<file path="src/rtl/pla_cube_pkg.sv">
// pla_cube_pkg: cube record and match helper shared by the SOP evaluator.
package pla_cube_pkg;

    localparam int PLA_MAX_W = 64;

    // Fields are sized to the widest supported input; narrower users zero-extend.
    typedef struct packed {
        logic                 en;
        logic [PLA_MAX_W-1:0] care;
        logic [PLA_MAX_W-1:0] val;
    } cube_t;

    function automatic logic cube_match(input cube_t c, input logic [PLA_MAX_W-1:0] v);
        return c.en & (((v ^ c.val) & c.care) == '0);
    endfunction

endpackage

</file>
<file path="src/rtl/pla_cube_sop_pipe_match.sv">
// pla_cube_match: combinational single-cube comparator over an N_IN-bit vector.
module pla_cube_match
    import pla_cube_pkg::*;
#(
    parameter int N_IN = 14
) (
    input  logic            en,
    input  logic [N_IN-1:0] care,
    input  logic [N_IN-1:0] val,
    input  logic [N_IN-1:0] x,
    output logic            match
);

    cube_t w_cube;

    always_comb begin
        w_cube.en   = en;
        w_cube.care = PLA_MAX_W'(care);
        w_cube.val  = PLA_MAX_W'(val);
    end

    assign match = cube_match(w_cube, PLA_MAX_W'(x));

endmodule

</file>
<file path="src/rtl/pla_cube_sop_pipe.sv">
// pla_cube_sop_pipe: programmable N_CUBE-cube sum-of-products with a 2-stage valid/ready pipe.
// Defining PLA_MATCH_VEC_EN adds the stage-2 match_vec and lowest matching first_idx outputs.
module pla_cube_sop_pipe
    import pla_cube_pkg::*;
#(
    parameter int N_IN   = 14,
    parameter int N_CUBE = 8,
    localparam int IDX_W = (N_CUBE > 1) ? $clog2(N_CUBE) : 1
) (
    input  logic              clk,
    input  logic              rst_n,
    input  logic              cfg_we,
    input  logic [IDX_W-1:0]  cfg_idx,
    input  logic [N_IN-1:0]   cfg_care,
    input  logic [N_IN-1:0]   cfg_val,
    input  logic              cfg_en,
    input  logic              in_valid,
    output logic              in_ready,
    input  logic [N_IN-1:0]   x,
    output logic              out_valid,
    input  logic              out_ready,
`ifdef PLA_MATCH_VEC_EN
    output logic [N_CUBE-1:0] match_vec,
    output logic [IDX_W-1:0]  first_idx,
`endif
    output logic              y
);

    logic [N_CUBE-1:0] r_en;
    logic [N_IN-1:0]   r_care [N_CUBE];
    logic [N_IN-1:0]   r_val  [N_CUBE];
    logic [N_CUBE-1:0] w_match;
    logic              r_s1_valid;
    logic [N_CUBE-1:0] r_s1_match;
    logic              r_out_valid;
    logic              r_y;
    logic              w_s2_hold;

    genvar k;
    generate
        for (k = 0; k < N_CUBE; k++) begin : g_cube
            pla_cube_match #(.N_IN(N_IN)) u_match (
                .en    (r_en[k]),
                .care  (r_care[k]),
                .val   (r_val[k]),
                .x     (x),
                .match (w_match[k])
            );
        end
    endgenerate

    // Index codes at or above N_CUBE match no entry, so such writes fall through.
    always_ff @(posedge clk or negedge rst_n) begin
        if (!rst_n) begin
            r_en <= '0;
            for (int i = 0; i < N_CUBE; i++) begin
                r_care[i] <= '0;
                r_val[i]  <= '0;
            end
        end else if (cfg_we) begin
            for (int i = 0; i < N_CUBE; i++) begin
                if (cfg_idx == IDX_W'(i)) begin
                    r_en[i]   <= cfg_en;
                    r_care[i] <= cfg_care;
                    r_val[i]  <= cfg_val;
                end
            end
        end
    end

    assign w_s2_hold = r_out_valid & ~out_ready;
    assign in_ready  = ~r_s1_valid | ~w_s2_hold;
    assign out_valid = r_out_valid;
    assign y         = r_y;

`ifdef PLA_MATCH_VEC_EN
    logic [N_CUBE-1:0] r_mv;
    assign match_vec = r_mv;
    always_comb begin
        first_idx = '0;
        for (int i = N_CUBE - 1; i >= 0; i--) first_idx = r_mv[i] ? IDX_W'(i) : first_idx;
    end
`endif

    always_ff @(posedge clk or negedge rst_n) begin
        if (!rst_n) begin
            r_s1_valid  <= 1'b0;
            r_s1_match  <= '0;
            r_out_valid <= 1'b0;
            r_y         <= 1'b0;
`ifdef PLA_MATCH_VEC_EN
            r_mv        <= '0;
`endif
        end else begin
            if (in_ready) begin
                r_s1_valid <= in_valid;
                if (in_valid) r_s1_match <= w_match;
            end
            if (!w_s2_hold) begin
                r_out_valid <= r_s1_valid;
                r_y         <= |r_s1_match;
`ifdef PLA_MATCH_VEC_EN
                r_mv        <= r_s1_match;
`endif
            end
        end
    end

endmodule

</file>
<file path="config.mk">
export PLATFORM = sky130hd
export DESIGN_NAME = pla_cube_sop_pipe
export DESIGN_NICKNAME = d
export VERILOG_FILES = /design/src/rtl/pla_cube_pkg.sv /design/src/rtl/pla_cube_sop_pipe_match.sv /design/src/rtl/pla_cube_sop_pipe.sv
export SDC_FILE = /design/constraint.sdc
export NUM_CORES = 1
export LEC_CHECK = 0
export ABC_AREA = 1
export CORE_MARGIN = 10
export CORE_UTILIZATION = 45
export DETAILED_ROUTE_END_ITERATION = 6
export GPL_ROUTABILITY_DRIVEN = 0
export HOLD_SLACK_MARGIN = 0.08
export MAX_ROUTING_LAYER = met4
export PLACE_DENSITY = 0.59
export SLEW_MARGIN = 20
export SYNTH_ARGS = -nofsm -noshare
export SYNTH_HDL_FRONTEND = slang
export SYNTH_HIERARCHICAL = 1
export SYNTH_SLANG_ARGS = --single-unit
export TNS_END_PERCENT = 1
</file>
<file path="constraint.sdc">
create_clock -name clk -period 1.43 [get_ports clk]
set_input_delay 0.143 -clock clk [delete_from_list [all_inputs] [get_ports clk]]
set_output_delay 0.143 -clock clk [all_outputs]
set_load 0.02 [all_outputs]
</file>
==> flow_metrics.tcl <==
set metrics [dict create \
    cts_tree "yes" \
    grt-ovfl-total 0 \
    syn_avg_cell_area_sq_um 7.55 \
    regArea_sq_um 6080 \
    max_freq_mhz 723 \
    static-leakage-power_nw 7.24 \
    crit_required_ns 1.90 \
    ys_warn_count 6 \
    yosys.cell_types.count 14 \
    grt_max_degree 59 \
    initial_utilization 0.455 \
    multi_input_area_sq_um 4110 \
    finalWirelength_um 30300 \
    period_needed_ns 1.38 \
    antennaDiodeCount 0 \
    dr.first_iter.drc_count 697 \
    synth_seq_cells 243 \
    timing.rr.end "r_s1_match[6]" \
    clkLatencyLatePin_ns 0.54 \
    syn_inst 1509 \
    tightest_slew_ns 0.382 \
    skew_ns 0.0191 \
    drcViolationCount 0 \
    grt_pass1_vias 8808 \
    timing.rr.start "r_val[14]" \
    antenna_found_initial 0 \
    worstRegToRegCells 9 \
    layout.nets 1641 \
    cts_buffers 28 \
    end_kind "flop" \
    netlist_area_sq_um 11400 \
    area_growth_pct 19.8 \
    layout-drive-gt1-share 0.0640 \
    design.die.area_sq_um 32100 \
    htree_levels 1 \
    tns_ns 0 \
    clock_path_buffers 3 \
    grt_pass1_wl_um 48900 \
    synthesis.nets 1560 \
    min_path_type "in -> async" \
    fin_crit_sh 0.967 \
    vias 9399 \
    worst_ep_arrival_time_ns 1.85 \
    powerDensity_nw_per_um2 1440 \
    drv_cap 0 \
    coreArea_sq_um 25000 \
    clkSinkCount 243 \
    fp.dieW_um 179 \
    dpl.hpwl_um 21400 \
    pin_count 54 \
    finalHoldViolations 0 \
    io_buffers 53 \
    grt_usage 0.199 \
    die_height_um 179 \
    cp-startpoint "r_val[14]" \
    clkTransAtPathRegs_ns 0.06 \
    drv_slew 0 \
    status "complete, no violations" \
    critPathLaunchType "flop" \
    r2r_setup_slack_ns 0.05 \
    firstDrtPassIters 5 \
    relSlewSlack 0.745 \
    rows 58 \
    power_mw 19.6 \
    max-vdd-ir-drop_v 0.000861 \
    yosysSeqAreaShare 0.534 \
    vias_per_cell 4.84 \
    antenna_left 0 \
    rsz0062_at_grt "no" \
    cp_max_fo 3 \
    cts_root_buf "clkbuf_16" \
    setup-violations-final 0 \
    path_class "reg -> reg" \
    fillers 2427 \
    wire_per_inst_um 15.6 \
]
cell type report:
| cell class | count | share of cell area |
|---|---|---|
| clock inverters | 8 | 0.00477 |
| clock buffers | 42 | 0.0612 |
| repair buffers | 101 | 0.0893 |
| inverters | 244 | 0.0671 |
| flip-flops and latches | 243 | 0.446 |
| multi-input cells | 972 | 0.301 |
| well taps | 330 | 0.0303 |
registers in the layout, summed over array words and instances (netlist names):
signal and flops:
r_val 112, r_care 112, out_valid 1, r_s1_match 8, r_en 8, y 1
r_s1_valid 1
where the power goes:
part           internal (mW)  total (mW)  switching (mW)
Clock                   4.18        6.96            2.78
Sequential              8.17        9.02           0.852
Combinational           1.45        3.64            2.20
layer usage:
| layer | share of wire | GRT usage | vias to the layer above |
|---|---|---|---|
| met5 | 0 | - | - |
| met4 | 0.018 | 0.0468 | 0 |
| met3 | 0.057 | 0.0350 | 32 |
| met2 | 0.45 | 0.297 | 211 |
| met1 | 0.48 | 0.277 | 4367 |
| li1 | - | - | 4789 |
repair_timing:
item / in CTS / in global routing
endpoints found under the setup margin: 3 / 3
hold buffers: 1 / 0
gates resized for setup: 6 / 3
buffers inserted: 0 / 0
endpoints found under the hold margin: 243 / 0
kinds of logic (layout without fill, tap and decap cells):
family / count (synthesis) / count (layout) / synth area share
AO/OA/AOI/OAI: 232 / 232 / 0.102
buffers and inverters: 294 / 395 / 0.108
flip-flops: 243 / 243 / 0.534
AND/OR/NAND/NOR: 740 / 740 / 0.257
Yosys cell counts, drive strengths merged:
library cell | n | area [sq um]
buf | 27 | 223
clkbuf | 23 | 86.3
nor2 | 97 | 367
nand2 | 529 | 1990
dfrtp | 243 | 6080
a21oi | 29 | 145
nand3 | 114 | 571
o21ai | 203 | 1020
inv | 244 | 916
cell usage in the layout, fill, tap and decap left out:
cell type        instances
buf_4                   21
bufinv_16                1
nand2_1                522
clkdlybuf4s15_1          2
a21oi_1                 29
nor2_4                   1
nand3_1                114
buf_2                    1
inv_1                  243
buf_8                    1
inv_2                    1
clkdlybuf4s50_1         49
clkinv_2                 7
nor2_2                   2
nor2_1                  94
dlygate4sd3_1            1
o21ai_0                114
clkbuf_1                 7
nand2_2                  7
clkbuf_8                 6
dfrtp_1                243
clkbuf_16               29
buf_12                  26
o21ai_1                 89
per-stage QoR:
stage                     setup WS, ns  hold slack (ns)  utilization  instance area (sq um)  instances
after floorplan                  0.203           -0.153            -                  11400       1509
after global placement          -0.359           0.0522        0.509                  12700       1889
after detailed placement        -0.354           0.0581        0.509                  12700       1889
after CTS                       0.0158           0.0924        0.545                  13600       1940
after global routing           0.00136            0.117        0.545                  13600       1940
final                           0.0469           0.0959        0.545                  13600       1940
critical path: stages (launching register included):
cell	delay, ns
dfrtp_1	0.39
inv_1	0.06
nand2_1	0.04
nand3_1	0.09
nand2_1	0.12
nor2_1	0.28
nand2_1	0.09
nor2_1	0.11
nand3_1	0.09
nand2_1	0.07
worst max path at each step:
stage                     to  slack (ns)  cells after the start
4_1_cts            out_valid        0.02                      1
5_1_grt             in_ready       0.001                      2
3_3_place_gp   r_s1_match[5]       -0.36                     10
6_report       r_s1_match[6]        0.05                      9
3_5_place_dp   r_s1_match[6]       -0.35                     10
2_1_floorplan  r_s1_match[0]        0.20                      4
No activity file was read; power rests on OpenSTA's default activity.
